[src/rtl/uart_pkg.sv]
// Shared UART definitions: frame FSM states, line idle level and parity modes.
// The future receiver is expected to import the same package.
package uart_pkg;

  typedef enum logic [2:0] {
    ST_IDLE,
    ST_SYNC,
    ST_START,
    ST_DATA,
    ST_PARITY,
    ST_STOP
  } uart_state_e;

  localparam logic LINE_IDLE = 1'b1;
  localparam logic PAR_EVEN  = 1'b0;
  localparam logic PAR_ODD   = 1'b1;

endpackage

[src/rtl/uart_tx_tick.sv]
// Asynchronous-frame transmitter paced by an external one-cycle baud tick.
// Each line bit is held from one tick to the next; the output is registered.
module uart_tx_tick
  import uart_pkg::*;
#(
  parameter int DATA_W     = 8,
  parameter int PARITY_EN  = 0,
  parameter int PARITY_ODD = 0,
  parameter int STOP_BITS  = 1
) (
  input  logic              sys_clk,
  input  logic              sys_rst_n,
  input  logic              baud_tick,
  input  logic [DATA_W-1:0] tx_data,
  input  logic              tx_valid,
  output logic              tx_ready,
  output logic              tx_line,
  output logic              tx_busy
);

  localparam int CNT_W = (DATA_W > 1) ? $clog2(DATA_W) : 1;
  localparam logic [CNT_W-1:0] LAST_BIT = CNT_W'(DATA_W - 1);
  localparam logic PAR_MODE = (PARITY_ODD != 0) ? PAR_ODD : PAR_EVEN;

  uart_state_e       state_q, state_d;
  logic [DATA_W-1:0] shift_q, shift_d;
  logic [CNT_W-1:0]  bit_cnt_q, bit_cnt_d;
  logic              stop_cnt_q, stop_cnt_d;
  logic              par_q, par_d;
  logic              line_q, line_d;

  always_ff @(posedge sys_clk or negedge sys_rst_n) begin
    if (!sys_rst_n) begin
      state_q    <= ST_IDLE;
      shift_q    <= '0;
      bit_cnt_q  <= '0;
      stop_cnt_q <= 1'b0;
      par_q      <= 1'b0;
      line_q     <= LINE_IDLE;
    end else begin
      state_q    <= state_d;
      shift_q    <= shift_d;
      bit_cnt_q  <= bit_cnt_d;
      stop_cnt_q <= stop_cnt_d;
      par_q      <= par_d;
      line_q     <= line_d;
    end
  end

  always_comb begin
    state_d    = state_q;
    shift_d    = shift_q;
    bit_cnt_d  = bit_cnt_q;
    stop_cnt_d = stop_cnt_q;
    par_d      = par_q;
    line_d     = line_q;
    unique case (state_q)
      ST_IDLE: begin
        line_d = LINE_IDLE;
        // Ticks here are ignored, so acceptance always waits for the next full tick.
        if (tx_valid) begin
          shift_d = tx_data;
          par_d   = (^tx_data) ^ PAR_MODE;
          state_d = ST_SYNC;
        end
      end
      ST_SYNC: if (baud_tick) begin
        state_d = ST_START;
        line_d  = 1'b0;
      end
      ST_START: if (baud_tick) begin
        state_d   = ST_DATA;
        line_d    = shift_q[0];
        bit_cnt_d = '0;
      end
      ST_DATA: if (baud_tick) begin
        if (bit_cnt_q == LAST_BIT) begin
          stop_cnt_d = 1'b0;
          if (PARITY_EN != 0) begin
            state_d = ST_PARITY;
            line_d  = par_q;
          end else begin
            state_d = ST_STOP;
            line_d  = LINE_IDLE;
          end
        end else begin
          shift_d   = shift_q >> 1;
          bit_cnt_d = bit_cnt_q + CNT_W'(1);
          line_d    = shift_q[1];
        end
      end
      ST_PARITY: if (baud_tick) begin
        state_d    = ST_STOP;
        line_d     = LINE_IDLE;
        stop_cnt_d = 1'b0;
      end
      ST_STOP: if (baud_tick) begin
        if (stop_cnt_q == 1'(STOP_BITS - 1)) state_d = ST_IDLE;
        else                                 stop_cnt_d = 1'b1;
      end
      default: state_d = ST_IDLE;
    endcase
  end

  assign tx_ready = (state_q == ST_IDLE);
  assign tx_busy  = (state_q != ST_IDLE);
  assign tx_line  = line_q;

endmodule

[config.mk]
export PLATFORM = sky130hd
export DESIGN_NAME = uart_tx_tick
export DESIGN_NICKNAME = d
export VERILOG_FILES = /design/src/rtl/uart_pkg.sv /design/src/rtl/uart_tx_tick.sv
export SDC_FILE = /design/constraint.sdc
export NUM_CORES = 1
export LEC_CHECK = 0
export BUFFER_PORTS_ARGS = -buffer_cell sky130_fd_sc_hd__buf_2
export CAP_MARGIN = 20
export CORE_MARGIN = 8
export CORE_UTILIZATION = 57
export CTS_CLUSTER_DIAMETER = 40
export DETAILED_ROUTE_END_ITERATION = 8
export GPL_TIMING_DRIVEN = 0
export PLACE_DENSITY = 0.81
export SYNTH_ARGS = -nofsm -noshare
export SYNTH_HDL_FRONTEND = slang
export SYNTH_SLANG_ARGS = --single-unit
[constraint.sdc]
create_clock -name sys_clk -period 3.05 [get_ports sys_clk]
set_clock_uncertainty 0.15 [all_clocks]
set_input_delay 0.915 -clock sys_clk [delete_from_list [all_inputs] [get_ports sys_clk]]
set_output_delay 0.915 -clock sys_clk [all_outputs]
set_load 0.05 [all_outputs]
==> impl_metrics.py <==
metrics = {
    "clock_tree": {
        "h-tree-depth": 1,
        "cts_root_buf": "clkbuf_4",
        "numCtsBuffers": 3,
        "cts_setup_buffers": 0,
        "cts_resized": 0,
        "clockBufferDepth": 2,
        "cts_tree": "yes",
        "clock_latency_ps": 280,
        "clk_pin_slew_ps": 90,
        "postCtsHoldBufs": 0,
        "clkSinkCount": 15,
    },
    "sta": {
        "rsz0062_at_grt": "no",
        "setup_violations": 0,
        "fmax_mhz": 368.7,
        "drv_slew": 0,
        "setup_tns_ps": 0,
        "final_hold_viol_count": 0,
        "worst_pin_slew_ps": 389.6,
        "fin_hold_ws_ps": 356.9,
        "period_needed_ps": 2712,
        "max_slew_margin_pct": 74.02,
        "finalCritPeriodShare_pct": 88.93,
    },
    "placed_design": {
        "placed_cell_area_um2": 945.9,
        "port-buffer-count": 14,
        "hpwl_mm": 1.204,
        "gp_congestion": 0.7001,
    },
    "pwr": {
        "power.switching_uw": 346.9,
        "clock_power_share_pct": 11.9,
        "powerDensity_mw_per_mm2": 971.9,
        "switching_share_pct": 36.71,
        "leakage_uw": 0.0004705,
        "vdd_drop_max_mv": 0.6550,
        "p_int_uw": 598.0,
        "p_seq_share_pct": 37.3,
        "pwr-share-comb_pct": 50.9,
        "power_uw": 944.8,
    },
    "cells_and_area": {
        "drive_above_1_share_pct": 37.89,
        "nets": 111,
        "utilization_pct": 66.87,
        "design_area_um2": 972.2,
        "diodes": 0,
        "syn2layout_area_growth_pct": 13.60,
        "final_cell_mix": "dfrtp_1, buf_2, mux2_2, nand2_1",
    },
    "yosys": {
        "syn-cell-area_um2": 855.8,
        "synthDistinctLibCells": 25,
        "postSynthAreaPerCell_um2": 11.11,
        "ys_ff_latch": 15,
        "syn_nets": 92,
        "yosysWarnings": 0,
        "synth_seq_area_share_pct": 44.01,
        "netlist_instances": 77,
    },
    "worst_setup_path": {
        "r2r-start": "bit_cnt_q[0]$_DFFE_PN0P_",
        "r2r_end": "shift_q[5]$_DFFE_PN0P_",
        "r2r_slack_ps": 1030,
        "cp_max_fo": 10,
        "worstSetupPathType": "flip-flop to output port",
        "cp.arrival_ps": 1650,
        "start_kind": "flip-flop",
        "worst_setup_path_end_kind": "output port",
        "cp.required_ps": 1980,
        "worst_r2r_path_depth": 5,
    },
    "die": {
        "fp-row-count": 14,
        "fp.coreArea_mm2": 0.001454,
        "io_pins": 15,
        "die_x_um": 54.75,
        "die-area_mm2": 0.002998,
        "start_util_pct": 58.86,
        "fp.dieH_um": 54.75,
    },
    "hold_path": {
        "holdPathStages": 1,
        "hold_path.class": "flip-flop to flip-flop",
        "worstHoldStart": "shift_q[4]$_DFFE_PN0P_",
        "min_to": "shift_q[4]$_DFFE_PN0P_",
    },
    "routing": {
        "ant_nets": 0,
        "avgRoutedWirePerCell_um": 14.05,
        "drt_wl_total_mm": 1.559,
        "viasPerCell": 5.297,
        "route.detailed.drc": 0,
        "drtIter0Drc": 4,
        "first_pass_iters": 2,
        "vias": 588,
    },
    "run_status": {
        "outcome": "complete, no violations",
    },
    "global_route": {
        "antenna_found_initial": 0,
        "grt_max_degree": 16,
        "grt_usage_pct": 12.83,
        "grt-ovfl-total": 0,
        "grt_pass1_wl_mm": 2.773,
        "grt_pass1_vias": 669,
    },
    "job": {
        "maxCapViolCount": 0,
    },
}
[routing by layer]
| layer | up-vias | share of wire, % | GRT usage [%] |
|---|---|---|---|
| li1 | 305 | - | - |
| met1 | 270 | 40 | 13.06 |
| met2 | 9 | 51 | 22.64 |
| met3 | 4 | 6.4 | 3.804 |
| met4 | 0 | 2.6 | 7.377 |
| met5 | - | 0 | 0 |
[power by group through the flow]
stage | Combinational (µW) | Sequential [µW] | Clock (µW)
CTS | 486 | 354 | 117
global placement | 470 | 352 | 0
floorplan | 381 | 367 | 0
global route | 538 | 366 | 126
detailed placement | 484 | 358 | 0
finish | 481 | 352 | 112
[critical path: stages, from the launching register on]
cell and delay, ps:
dfrtp_1 440, clkbuf_1 220, or3_1 400, inv_1 60, buf_2 250
[state kept, by name, indices dropped and copies added, names as in the netlist]
name / cells
state_q: 3
tx_line: 1
bit_cnt_q: 3
shift_q: 8
[synth_stat cells (all sizes together)]
cell,instances,area (µm²)
o21ai,2,10.01
dfstp,1,26.28
mux2i,5,50.05
clkbuf,2,7.510
nand2,7,26.28
inv,5,18.77
nor2,3,11.26
o32a,1,10.01
a21oi,4,31.28
nand4b,1,8.760
nand3b,3,26.27
or3b,1,11.26
dfrtp,14,350.3
o211a,2,20.02
or2,1,6.260
nand2b,1,6.260
nor3,2,10.01
nand3,1,5.000
nor2b,3,18.77
mux2,13,146.4
ha,3,37.54
or3,1,6.260
buf,1,11.26
[cell type report]
class                           count  area, µm²
Sequential cell                    15      376.6
Inverter                            5      18.77
Multi-Input combinational cell     54      441.7
Fill cell                         117      481.7
Clock buffer                        4      26.28
Timing Repair Buffer               14      70.07
Buffer                              3      18.77
Tap cell                           16      20.02
[through the flow]
step | instances | setup slack [ps]
after global routing | 111 | 201.5
after global placement | 107 | 663.1
final | 111 | 337.6
after CTS | 111 | 312.3
after detailed placement | 107 | 634.4
after floorplan | 77 | 408.7
[worst max-delay path by stage]
| stage | from | end | slack [ps] | depth (start not counted) |
|---|---|---|---|---|
| final | state_q[1]$_DFFE_PN0P_ | tx_ready | 340 | 4 |
| after global routing | state_q[1]$_DFFE_PN0P_ | tx_ready | 200 | 4 |
| after CTS | state_q[1]$_DFFE_PN0P_ | tx_ready | 310 | 4 |
| after detailed placement | state_q[1]$_DFFE_PN0P_ | tx_ready | 630 | 4 |
| after global placement | state_q[1]$_DFFE_PN0P_ | tx_ready | 660 | 4 |
| after floorplan | state_q[1]$_DFFE_PN0P_ | tx_ready | 410 | 3 |
[kinds of logic (layout without fill, tap and decap cells)]
logic type	after synthesis	in the layout	synth area share, %
buffers and inverters	8	26	4.386
muxes	18	18	22.95
and+or+nand+nor	24	24	15.94
DFF	15	15	44.01
adders and majority gates	3	3	4.386
AOI/OAI and AO/OA	9	9	8.334
Note: power is estimated with default switching activity, not from simulation.
